<file path="src/rtl/mod7.sv">
// Serial mod-7 reducer: captures an N-bit operand, folds it MSB-first into a 3-bit residue.
// Optional MOD7_LED_EN adds a registered divisible-by-7 indicator on led.
module mod7 (
  input  logic        clk,
  input  logic        reset,
  input  logic        enable,
  input  logic [2:0]  configure,
  input  logic [31:0] serial_in,
  output logic [2:0]  out,
  output logic        cnt_out,
  output logic        led
);

  localparam int unsigned DATA_W = 32;
  localparam int unsigned CNT_W  = 6;
  localparam int unsigned ACC_W  = 3;

  typedef enum logic [1:0] {
    IDLE = 2'b00,
    RUN  = 2'b01
  } state_t;

  state_t             state;
  state_t             state_nxt;
  logic [DATA_W-1:0]  shreg;
  logic [CNT_W-1:0]   bit_cnt;
  logic [CNT_W-1:0]   width_c;
  logic [ACC_W-1:0]   acc;
  logic [ACC_W-1:0]   acc_nxt_c;
  logic [ACC_W:0]     dbl_c;
  logic               capture_c;
  logic               step_c;
  logic               done_c;

  // Operand width decode
  always_comb begin
    width_c = CNT_W'(32);
    case (configure)
      3'b000:  width_c = CNT_W'(32);
      3'b001:  width_c = CNT_W'(4);
      3'b010:  width_c = CNT_W'(5);
      3'b011:  width_c = CNT_W'(6);
      3'b100:  width_c = CNT_W'(8);
      3'b101:  width_c = CNT_W'(12);
      3'b110:  width_c = CNT_W'(16);
      3'b111:  width_c = CNT_W'(24);
      default: width_c = CNT_W'(32);
    endcase
  end

  // acc*2 + bit is at most 13, so one conditional subtract keeps it in 0..6
  always_comb begin
    dbl_c     = {acc, shreg[DATA_W-1]};
    acc_nxt_c = (dbl_c >= 4'd7) ? ACC_W'(dbl_c - 4'd7) : dbl_c[ACC_W-1:0];
  end

  always_ff @(posedge clk or negedge reset) begin
    if (!reset) state <= IDLE;
    else        state <= state_nxt;
  end

  always_comb begin
    state_nxt = state;
    capture_c = 1'b0;
    step_c    = 1'b0;
    done_c    = 1'b0;
    case (state)
      IDLE: begin
        if (enable) begin
          capture_c = 1'b1;
          state_nxt = RUN;
        end
      end
      RUN: begin
        if (enable) begin
          step_c = 1'b1;
          if (bit_cnt <= CNT_W'(1)) begin
            done_c    = 1'b1;
            state_nxt = IDLE;
          end
        end
      end
      default: state_nxt = IDLE;
    endcase
  end

  // Operand is left-aligned on capture so the MSB to consume is always bit 31
  always_ff @(posedge clk or negedge reset) begin
    if (!reset) begin
      shreg   <= '0;
      bit_cnt <= '0;
      acc     <= '0;
    end else if (capture_c) begin
      shreg   <= serial_in << (CNT_W'(DATA_W) - width_c);
      bit_cnt <= width_c;
      acc     <= '0;
    end else if (step_c) begin
      shreg   <= {shreg[DATA_W-2:0], 1'b0};
      bit_cnt <= bit_cnt - CNT_W'(1);
      acc     <= acc_nxt_c;
    end
  end

  always_ff @(posedge clk or negedge reset) begin
    if (!reset) begin
      out     <= '0;
      cnt_out <= 1'b0;
    end else begin
      cnt_out <= done_c;
      if (done_c) out <= acc_nxt_c;
    end
  end

`ifdef MOD7_LED_EN
  always_ff @(posedge clk or negedge reset) begin
    if (!reset)      led <= 1'b0;
    else if (done_c) led <= (acc_nxt_c == '0);
  end
`else
  assign led = 1'b0;
`endif

endmodule

</file>
<file path="config.mk">
export PLATFORM = sky130hd
export DESIGN_NAME = mod7
export DESIGN_NICKNAME = d
export VERILOG_FILES = /design/src/rtl/mod7.sv
export SDC_FILE = /design/constraint.sdc
export NUM_CORES = 1
export LEC_CHECK = 0
export BUFFER_PORTS_ARGS = -buffer_cell sky130_fd_sc_hd__buf_2
export CORE_ASPECT_RATIO = 2
export CORE_MARGIN = 8
export CORE_UTILIZATION = 55
export DETAILED_ROUTE_END_ITERATION = 10
export PLACE_DENSITY = 0.84
export SYNTH_ARGS = -nofsm -noshare
export SYNTH_HDL_FRONTEND = slang
export SYNTH_SLANG_ARGS = --single-unit
</file>
<file path="constraint.sdc">
create_clock -name clk -period 2.64 [get_ports clk]
set_input_delay 0.528 -clock clk [delete_from_list [all_inputs] [get_ports clk]]
set_output_delay 0.528 -clock clk [all_outputs]
set_load 0.02 [all_outputs]
</file>
# [Yosys cells after proc, flatten, opt, wreduce, memory -nomap -nowiden]
# Memory sizes are Yosys's and may differ from the RTL's.
# Index checks and enable logic that the tools add are counted.
# Widths: inputs -> output; s select.
[totals] n_memories=1 word_cells=37 output_inout_bits=5 inputBits=38 reg_bits=47 rom_bits=48
[mem_list] name="(no name shown)" depth=8 word_bits=6 read_ports=1 rd_clocked_by_memory_dff=0 write_ports=0 line_no="38" text="case (configure)"
[classes] muxes=17 magnitude_cmp=2 n_reduce_logical=3 shifts=1 eq_ne=4 add_sub_neg=3
[op_table] op="$mux 32" n=2
[op_table] op="$shl 32x6->32" n=1
[op_table] op="$mux 6" n=2
[op_table] op="$mux 3" n=3
[op_table] op="$le 6x1->1 const B" n=1
[op_table] op="$mux 1" n=6
[op_table] op="$mux 2" n=3
[op_table] op="$ne 2x2->1 const B" n=3
[op_table] op="$sub 6x1->6 const B" n=1
[op_table] op="$sub 6x6->6 const A" n=1
[op_table] op="$ge 4x3->1 const B" n=1
[op_table] op="$pmux 2 s2" n=1
[op_table] op="$reduce_and 3->1" n=1
[op_table] op="$sub 3x3->3 const B" n=1
[op_table] op="$eq 2x1->1 const B" n=1
[op_table] op="$logic_not 2->1" n=1
[op_table] op="$reduce_bool 2->1" n=1

# [Depth between registers and ports, before layout]
# Gate-level depths: netlist of the first run.
[depth] depth_word=4 mapped_depth=8 ltp_nobuf=6

# [Worst setup path before layout of the first run]
# OpenSTA, ideal clock, no wires.
[synth_path] path_type="input to register" startpoint="input configure[2]" endpoint="register shreg[10]" arrival_ns=1.586 stages=6 n_path_buf=1 t_required_ns=2.503 setup_time_ns=0.137 setup_slack_ns=0.917 path_cell_list="buf_4 and2b_1 a32o_1 a221o_1 a22oi_1 a21oi_1"
[synth_between] elab_chain_cells=4
[synth_rtl] element="from (decl)" line_no="7" text="input logic [2:0] configure,"
[synth_rtl] element="$mem_v2 8x6"
[synth_rtl] element="$sub 6x6->6" line_no="94" text="shreg <= serial_in << (CNT_W'(DATA_W) - width_c);"
[synth_rtl] element="$shl 32x6->32" line_no="94"
[synth_rtl] element="$mux 32" line_no="93" text="end else if (capture_c) begin"
[synth_rtl] element="to (signal assigned)" line_no="94"
[synth_rtl] element="to (signal assigned)" line_no="98" text="shreg <= {shreg[DATA_W-2:0], 1'b0};"
[synth_rtl] element="to (decl)" line_no="25" text="logic [DATA_W-1:0] shreg;"
# No other way between the ends.
# A chain may end at the register's enable or synchronous reset.

# [Worst setup path in the final report of the first run]
[layout_path] startpoint="input enable" endpoint="register shreg[26]"
[layout_between] elab_chain_cells=3 word_cells_on_any_way=5 classes_between="mux: 4; reduce/logical: 1"
[layout_rtl] element="from (decl)" line_no="6" text="input logic enable,"
[layout_rtl] element="$mux 1 (*)" line_no="69, 75"
[layout_rtl] element="$mux 1" line_no="67" text="case (state)"
[layout_rtl] element="$mux 32 / $reduce_bool 2->1 (equally long branches)"
# Every way passes the cells marked *; elsewhere a longest branch is shown, timed or not.

==> flow_metrics.env, run 1 <==
export IMPL_top_layer="met4"
export IMPL_htree_num_levels=2
export IMPL_die_w_um=68.83
export IMPL_io_buffers=41
export IMPL_tightest_slew_ns=0.7170
export IMPL_ant_nets=0
export IMPL_fin_tns_setup_ns=0
export IMPL_r2r_cells=3
export IMPL_maxCapViolCount=0
export IMPL_core_area_um2=5420
export IMPL_synth_cell_types=56
export IMPL_crit_end="shreg[26]"
export IMPL_peakVddDrop_uv=648.6
export IMPL_design_area_um2=3412
export IMPL_synth_edff_count=0
export IMPL_cts_setup_buffers=0
export IMPL_startpoint_type="primary input"
export IMPL_rr_startpoint="state[0]"
export IMPL_vias_per_cell=6.484
export IMPL_critPathTopFamily="simple AND/OR/NAND/NOR gates"
export IMPL_cts_sink_count=46
export IMPL_met3_length_um=634
export IMPL_setup_violations=0
export IMPL_wl_per_cell_um=21.05
export IMPL_clock_root_buffer="clkbuf_8"
export IMPL_finalPower_w=0.002749
export IMPL_finalHoldViolCount=0
export IMPL_first_pass_iters=6
export IMPL_path_class="primary input to flip-flop"
export IMPL_wirelength_mm=9.788
export IMPL_grt_pass1_vias=3041
export IMPL_r2r_end="shreg[26]"
export IMPL_max_freq_ghz=0.5061
export IMPL_hp_class="primary input to async pin"
export IMPL_place_area_um2=3317
export IMPL_p_seq_share_pct=44.3
export IMPL_synth_most_common_cell="a21oi_1"
export IMPL_antenna_found_initial=0
export IMPL_cts_tree="built"
export IMPL_syn_inst=372
export IMPL_crit_slowest_cell="nor2_1"
export IMPL_dieArea_um2=8374
export IMPL_critPathCaptureType="flip-flop"
export IMPL_clock_latency_ns=0.32
export IMPL_cp_arrival_ns=2.21
export IMPL_timing_max_transition_violations_final=0
export IMPL_rrSetupSlack_ns=0.74
export IMPL_path_depth=5
export IMPL_relSlewSlack_pct=52.02
export IMPL_p_leak_nw=1.500
export IMPL_yosysWarnings=0
export IMPL_crit_buf_inv=2
export IMPL_num_vias=3015
export IMPL_initial_core_util_pct=56.65
export IMPL_p_per_area_nw_per_um2=805.7
export IMPL_yosys_area_top_type="dfrtp_1"
export IMPL_cts_resized_gates=0
export IMPL_critPathLaunch="enable"
export IMPL_period_minus_slack_ns=1.976
export IMPL_clk_path_buf_depth=2
export IMPL_syn_num_nets=413
export IMPL_gp_congestion=0.9627
export IMPL_p_int_w=0.001671
export IMPL_antenna_cells=0
export IMPL_worst_clock_skew_ns=0.007225
export IMPL_holdWs_ns=0.1698
export IMPL_synth_area_leaders="dfrtp_1 37%, a21oi_1 8.5%, o21ai_0 5.2%"
export IMPL_synth_common_cells="52 x a21oi_1, 46 x dfrtp_1, 39 x nand2_1, 36 x nor2_1, 32 x o21ai_0"
export IMPL_syn_cell_area_um2=3070
export IMPL_dieHeight_um=121.7
export IMPL_async_reset_ff_share_pct=100.0
export IMPL_final_cells=465
export IMPL_ys_flop_type="dfrtp_1"
export IMPL_dr_first_iter_drc_count=311
export IMPL_required_ns=2.88
export IMPL_swShare_pct=39.21
export IMPL_drc=0
export IMPL_overflow=0
export IMPL_combPwrFrac_pct=38.6
export IMPL_netlist_area_leader_share_pct=37.49
export IMPL_cpPeakStageDelay_ns=0.64
export IMPL_core_rowCount=38
export IMPL_grt_start_max_net_pins=42
export IMPL_grt_pass1_wl_mm=15.57
export IMPL_ios=43
export IMPL_status="finished, final reports clean"
export IMPL_track_usage_pct=24.78
export IMPL_areaGrowthSynthToFinish_pct=11.12
export IMPL_dpl_hpwl_mm=7.441
export IMPL_place_inst=457
export IMPL_nNetsFinal=445
export IMPL_synth_seq_cells=46
export IMPL_cts_hold_buf=0
export IMPL_m1WireLength_mm=3.548
export IMPL_fin_crit_sh_pct=74.85
export IMPL_rsz0062_at_grt="false"
export IMPL_numCtsBuffers=5
export IMPL_clkPwrFrac_pct=17.0
export IMPL_drive_above_1_share_pct=19.26
export IMPL_dr_wl_met2_mm=4.844
export IMPL_path_cells="buf_2, inv_1, nor2_1, o221ai_1, o21ai_0"
export IMPL_seq_area_frac_synth_pct=37.49
export IMPL_avgSynthCellArea_um2=8.254
export IMPL_path_max_fanout=15
export IMPL_p_sw_w=0.001078
export IMPL_path_clk_slew_ns=0.09
cells in the final DEF (no fill, tap or decap), drive strengths merged, types with 6 or more instances in the layout:
master,instances
inv,12
o22ai,6
clkbuf,6
buf,56
dfrtp,46
nor2,36
mux2,9
o21ai,35
nand2b,7
nand2,40
o221ai,7
a21oi,52
and3,11
mux2i,10
a22oi,8
registers in the layout, indices dropped and copies added, names as in the netlist:
name     count
acc          3
out          3
cnt_out      1
state        1
shreg       32
bit_cnt      6
worst min-delay path by stage:
stage              start        end  cells after the start
6_report           reset     acc[2]                      1
5_1_grt            reset     acc[2]                      1
4_1_cts            reset     acc[2]                      1
3_5_place_dp   shreg[12]  shreg[12]                      2
3_3_place_gp   shreg[27]  shreg[27]                      2
2_1_floorplan      reset     acc[0]                      0
stage by stage:
stage | worst slack (ns) | util (%)
floorplan | 0.9170 | -
global placement | 0.4654 | 61.20
detailed placement | 0.4317 | 61.20
CTS | 0.7571 | 62.95
global route | 0.5711 | 62.95
finish | 0.6640 | 62.95
worst register-to-register path: cells and delay by family (launching register included):
| kind | cells | cell delay [ns] |
|---|---|---|
| compound gates | 2 | 0.57 |
| flops | 1 | 0.60 |
| simple gates | 1 | 0.65 |
area by class of cell:
cell class | count | area (um^2)
multi-input combinational | 283 | 1715
timing repair buffer | 56 | 330.3
clock inverter | 2 | 12.51
inverter | 12 | 45.04
clock buffer | 6 | 82.58
sequential | 46 | 1151
fill | 528 | 2008
tap | 60 | 75.07
kinds of logic after synthesis:
group | count (synthesis) | synth area share (%)
multiplexers | 20 | 7.294
other | 1 | 0.1221
AO/OA/AOI/OAI | 144 | 29.18
buffers and inverters | 43 | 6.642
adder cells (fa/ha/maj) | 3 | 1.223
AND/OR/NAND/NOR | 113 | 17.48
XOR/XNOR | 2 | 0.5706
flip-flops | 46 | 37.49
routing by layer:
| layer | up-vias | global-route usage (%) |
|---|---|---|
| li1 | 1426 | - |
| met1 | 1375 | 26.50 |
| met2 | 167 | 40.32 |
| met3 | 47 | 5.520 |
| met4 | 0 | 18.58 |
| met5 | - | 0 |
power groups by stage:
stage	combinational, W	sequential [W]	clock, W
3_3_place_gp	0.00102	0.00121	0
5_1_grt	0.00118	0.00125	0.000493
2_1_floorplan	0.000757	0.00117	0
6_report	0.00106	0.00122	0.000468
3_5_place_dp	0.00105	0.00123	0
4_1_cts	0.00106	0.00121	0.000464
(Power assumes the default switching activity.)
==> run 2, diff against run 1 <==
ABC_AREA = 1   (was unset)
CORE_UTILIZATION = 54   (was 55)
PLACE_DENSITY = 0.85   (was 0.84)
clock period = 1.65 ns   (was 2.64 ns; I/O delays follow)
==> run 2 against run 1 <==
Register-to-register slack worse by 0.55 ns. Worst setup slack worse by 0.50 ns. Clock-buffer cell count rose by 1. Area after synthesis increased by 21%. Clock power is 120% higher. Cell area is 29% higher. Hold slack got worse by 0.15 ns. Critical path type unchanged.
==> flow_metrics.env, run 2 <==
export IMPL_top_regs="shreg: 32 flops, bit_cnt: 6 flops"
export IMPL_syn_inst=596
export IMPL_path_max_fanout=7
export IMPL_wirelength_mm=12.00
export IMPL_path_depth=10
export IMPL_cpPeakStageDelay_ns=0.24
export IMPL_avgSynthCellArea_um2=6.218
export IMPL_cpMostUsedCell="nand2_1"
export IMPL_drc=0
export IMPL_syn_cell_area_um2=3706
export IMPL_design_area_um2=4417
export IMPL_clk_path_buf_depth=2
export IMPL_async_reset_ff_share_pct=100.0
export IMPL_areaGrowthSynthToFinish_pct=19.18
export IMPL_peakVddDrop_uv=844.4
export IMPL_ant_nets=0
export IMPL_critPathCaptureType="flip-flop"
export IMPL_status="finished, final reports clean"
export IMPL_setup_ws_ns=0.1669
export IMPL_dieHeight_um=133.2
export IMPL_period_minus_slack_ns=1.483
export IMPL_path_cells="buf_2, inv_2, o21ai_1, nand2_1, nand2_2, buf_4, nand3_1, nand2_1, nand2_1, a21oi_1"
export IMPL_ios=43
export IMPL_cts_hold_buf=0
export IMPL_gp_congestion=1.019
export IMPL_overflow=0
export IMPL_seq_area_frac_synth_pct=31.06
export IMPL_top_register="shreg"
export IMPL_path_clk_slew_ns=0.06
export IMPL_multi_input_area_um2=2091
export IMPL_rsz0062_at_grt="false"
export IMPL_numCtsBuffers=5
export IMPL_dr_first_iter_drc_count=426
export IMPL_synth_most_common_cell="nand2_1"
export IMPL_setup_violations=0
export IMPL_critPathTopFamily="simple AND/OR/NAND/NOR gates"
export IMPL_cts_sink_count=46
export IMPL_largest_reg_flops=32
export IMPL_regArea_um2=1151
export IMPL_nFillCells=665
export IMPL_wl_per_cell_um=16.00
export IMPL_startpoint_type="primary input"
export IMPL_timing_max_transition_violations_final=0
export IMPL_synth_edff_count=0
export IMPL_synth_seq_cells=46
export IMPL_syn_num_nets=637
export IMPL_dpl_hpwl_mm=9.163
export IMPL_track_usage_pct=25.76
export IMPL_crit_slowest_cell="o21ai_1"
export IMPL_clock_root_buffer="clkbuf_16"
export IMPL_grt_pass1_vias=4195
export IMPL_place_area_um2=4269
export IMPL_core_rowCount=43
export IMPL_pre_cts_ws_ns=-0.1063
export IMPL_dieArea_um2=9931
export IMPL_drive_above_1_share_pct=17.42
export IMPL_max_freq_ghz=0.6743
export IMPL_cts_setup_buffers=0
export IMPL_grt_pass1_wl_mm=19.98
export IMPL_cp_arrival_ns=1.69
export IMPL_finalHoldViolCount=0
export IMPL_final_cell_mix="210 x nand2_1, 77 x nand3_1, 68 x inv_1"
export IMPL_path_class="primary input to flip-flop"
export IMPL_worst_clock_skew_ns=0.002804
export IMPL_htree_num_levels=2
export IMPL_yosysWarnings=0
export IMPL_synth_cell_types=33
export IMPL_first_pass_iters=5
export IMPL_hp_class="primary input to async pin"
export IMPL_die_w_um=74.58
export IMPL_yosys_area_top_type="dfrtp_1"
export IMPL_io_buffers=41
export IMPL_synth_common_cells="210 x nand2_1, 77 x nand3_1, 68 x inv_1, 46 x dfrtp_1, 37 x nor2_1"
export IMPL_netlist_area_leader_share_pct=31.06
export IMPL_required_ns=1.85
export IMPL_antenna_found_initial=0
export IMPL_final_common_cell="nand2_1"
export IMPL_crit_buf_inv=3
export IMPL_p_leak_nw=2.284
export IMPL_r2r_cells=7
export IMPL_core_area_um2=6779
export IMPL_nNetsFinal=700
export IMPL_num_vias=4312
export IMPL_cts_resized_gates=0
export IMPL_cts_tree="built"
export IMPL_vias_per_cell=5.749
export IMPL_antenna_cells=0
export IMPL_ys_flop_type="dfrtp_1"
export IMPL_grt_start_max_net_pins=47
export IMPL_initial_core_util_pct=54.67
export IMPL_fin_crit_sh_pct=89.89
export IMPL_p_per_area_nw_per_um2=1091
export IMPL_clock_latency_ns=0.29
export IMPL_synth_area_leaders="dfrtp_1 31%, nand2_1 21%, nand3_1 10%"
export IMPL_maxCapViolCount=0
==> run 2: cell count changes in the layout (fill, tap and decap cells not counted), moves of 11 or more <==
cell,previous run,this run
nand2_1,39,210
nand3_1,5,77
inv_1,12,68
a21oi_1,52,23
buf_4,14,41
o21ai_0,32,16
o211ai_1,3,18
and3_1,11,0
==> run 2: area by class of cell <==
cell class	count	area share [%]
Clock inverter	1	0.1133
Timing Repair Buffer	88	14.33
Tap cell	90	2.550
Multi-Input combinational cell	443	47.34
Clock buffer	7	3.229
Sequential cell	46	26.06
Inverter	75	6.374
==> run 2: cells by family after synthesis <==
| group | count (synthesis) | synth area share [%] |
|---|---|---|
| DFF | 46 | 31.06 |
| other | 1 | 0.1012 |
| xor gates and xnor gates | 2 | 0.4727 |
| AOI/OAI and AO/OA | 85 | 13.91 |
| buffers and inverters | 107 | 12.53 |
| adders and majority gates | 3 | 1.013 |
| muxes | 1 | 0.2701 |
| and+or+nand+nor | 351 | 40.65 |
==> run 2: final timing paths <==
check,start,end,slack (ns)
worst max-delay path,configure[1],shreg[10],0.17
worst min-delay path,reset,shreg[18],0.01
worst max register to register,bit_cnt[0],out[1],0.19
worst min register to register,shreg[6],shreg[6],0.50
max in group asynchronous,reset,shreg[14],1.41
min in group clk,serial_in[0],shreg[0],0.46
==> run 2: power breakdown <==
part           switching, W  internal [W]  total [W]
sequential         0.000226       0.00154    0.00176
clock              0.000406      0.000600    0.00101
combinational       0.00126      0.000790    0.00205
total               0.00189       0.00293    0.00482
==> run 2: layer usage <==
| layer | vias up | GRT usage [%] | wire [um] |
|---|---|---|---|
| li1 | 2053 | - | - |
| met3 | 61 | 4.443 | 820 |
| met5 | - | 0 | 0 |
| met1 | 1957 | 30.18 | 4476 |
| met2 | 241 | 42.00 | 6029 |
| met4 | 0 | 14.51 | 673 |
==> run 2: through the flow <==
step	TNS, ns	cells	power, W	hold slack (ns)	util, %
detailed placement	-0.6674	742	0.003791	0.3314	62.98
floorplan	0	596	0.003112	0.03441	-
finish	0	750	0.004817	0.01489	65.15
global placement	-0.3660	742	0.003705	0.3289	62.98
CTS	0	750	0.004804	0.03195	65.15
global route	0	750	0.005169	0.04254	65.15
==> run 3, diff against run 2 <==
ABC_AREA = unset   (was 1)
CORE_UTILIZATION = 52   (was 54)
PLACE_DENSITY = 0.83   (was 0.85)
==> run 3 against run 2 <==
Global-route usage fell by 1.5 points. Largest cell class unchanged. Fmax fell by 6.3%. Sequential power rose by 9.7%. Cell area fell by 11%. First-iteration DRC count fell by 50%. Die area fell by 12%. Routed wire length fell by 13%. Clock power rose by 15%. Cell count fell by 31%. Via count fell by 25%.
==> flow_metrics.env, run 3 (synthesis gave the netlist of run 1 again) <==
export IMPL_dieHeight_um=124.7
export IMPL_io_buffers=41
export IMPL_core_rowCount=39
export IMPL_hp_class="primary input to flip-flop"
export IMPL_gp_congestion=1.003
export IMPL_crit_slowest_cell="o21a_1"
export IMPL_timing_max_transition_violations_final=0
export IMPL_crit_buf_inv=4
export IMPL_antenna_found_initial=0
export IMPL_whs_endpoint="shreg[24]"
export IMPL_rsz0062_at_grt="false"
export IMPL_ios=43
export IMPL_core_area_um2=5709
export IMPL_numCtsBuffers=5
export IMPL_p_per_area_nw_per_um2=1286
export IMPL_final_common_cell="buf_4"
export IMPL_dieArea_um2=8769
export IMPL_cp_arrival_ns=1.80
export IMPL_clock_root_buffer="clkbuf_16"
export IMPL_rr_startpoint="bit_cnt[1]"
export IMPL_path_class="primary input to flip-flop"
export IMPL_cts_tree="built"
export IMPL_grt_pass1_wl_mm=16.99
export IMPL_grt_start_max_net_pins=33
export IMPL_overflow=0
export IMPL_wirelength_mm=10.47
export IMPL_status="finished, final reports clean"
export IMPL_max_freq_ghz=0.6321
export IMPL_dpl_hpwl_mm=7.960
export IMPL_cpMostUsedCell="buf_4"
export IMPL_num_vias=3248
export IMPL_dr_first_iter_drc_count=213
export IMPL_track_usage_pct=24.26
export IMPL_holdPathStages=3
export IMPL_clk_path_buf_depth=2
export IMPL_pre_cts_ws_ns=-0.3327
export IMPL_wl_per_cell_um=20.25
export IMPL_ant_nets=0
export IMPL_die_w_um=70.34
export IMPL_peakVddDrop_uv=1270
export IMPL_drive_above_1_share_pct=28.95
export IMPL_final_cell_mix="63 x buf_4, 52 x a21oi_1, 45 x dfrtp_1"
export IMPL_path_clk_slew_ns=0.06
export IMPL_fin_crit_sh_pct=95.88
export IMPL_top_regs="shreg: 32 flops, bit_cnt: 6 flops"
export IMPL_required_ns=1.87
export IMPL_antenna_cells=0
export IMPL_nNetsFinal=496
export IMPL_htree_num_levels=2
export IMPL_cpPeakStageDelay_ns=0.31
export IMPL_rrSetupSlack_ns=0.12
export IMPL_areaGrowthSynthToFinish_pct=27.47
export IMPL_vias_per_cell=6.282
export IMPL_worst_clock_skew_ns=0.005212
export IMPL_r2r_end="out[1]"
export IMPL_nFillCells=473
export IMPL_fin_tns_setup_ns=0
export IMPL_cts_sink_count=46
export IMPL_drc=0
export IMPL_path_max_fanout=13
export IMPL_period_minus_slack_ns=1.582
export IMPL_critPathTopFamily="buffers and inverters"
export IMPL_critPathCaptureType="flip-flop"
export IMPL_initial_core_util_pct=53.78
export IMPL_setup_violations=0
export IMPL_r2r_cells=7
export IMPL_hp_start="serial_in[24]"
export IMPL_maxCapViolCount=0
export IMPL_p_leak_nw=1.778
export IMPL_grt_pass1_vias=3315
export IMPL_startpoint_type="primary input"
export IMPL_clock_latency_ns=0.30
export IMPL_finalHoldViolCount=0
export IMPL_setup_ws_ns=0.06793
export IMPL_largest_reg_flops=32
export IMPL_first_pass_iters=7
export IMPL_path_cells="clkbuf_4, buf_4, clkinvlp_4, a32oi_1, o21a_1, buf_4, a221oi_1, o21ai_0"
export IMPL_top_register="shreg"
==> run 3: layout make-up <==
type	instances	area, um^2	area share [%]
multi-input cells	283	1724	44.05
repair buffers	107	745.7	19.05
clock inverters	2	37.54	0.9591
flip-flops and latches	46	1152	29.44
clock buffers	6	128.9	3.293
inverters	12	48.80	1.247
well taps	61	76.32	1.950
==> run 3: worst max path at each step <==
stage,from,endpoint,cells after the start
global route,bit_cnt[1],out[2],7
floorplan,configure[2],shreg[10],6
global placement,configure[0],shreg[28],6
CTS,bit_cnt[3],out[1],5
detailed placement,configure[0],shreg[28],6
finish,configure[1],shreg[12],8
==> run 3: power breakdown <==
group | total, W | switching [W] | internal, W
registers | 0.00193 | 0.000341 | 0.00159
logic | 0.00194 | 0.00103 | 0.000914
clock network | 0.00116 | 0.000442 | 0.000716
==> run 3: worst min-delay path: stages <==
cell and delay [ns]:
buf_2 0.08, o21ai_0 0.06, o21ai_0 0.14
==> run 3: what timing repair did <==
| item | CTS | global route |
|---|---|---|
| hold buffers | 1 | 0 |
| endpoints found under the setup margin | 1 | 5 |
| hold endpoints to repair | 14 | 0 |
| pin swaps | 0 | 1 |
| resized for setup | 2 | 5 |
| buffers inserted | 0 | 3 |
==> run 3: through the flow <==
stage               instances  cell area [um^2]  power, W  hold WS (ns)  utilization, %
floorplan                 372              3070  0.003080       0.03441               -
global placement          505              3697  0.003725        0.2590           64.76
detailed placement        505              3697  0.003813        0.2563           64.76
CTS                       514              3877  0.004983        0.3526           67.92
global route              517              3914  0.005354        0.3828           68.55
finish                    517              3914  0.005035        0.3564           68.55
==> run 3: layer usage <==
metal  vias up  track usage [%]  part of all wire (%)
met5         -                0                     0
met1      1528            25.63                    37
li1       1523                -                     -
met2       146            40.41                    50
met3        51            4.785                   5.4
met4         0            18.81                   7.3
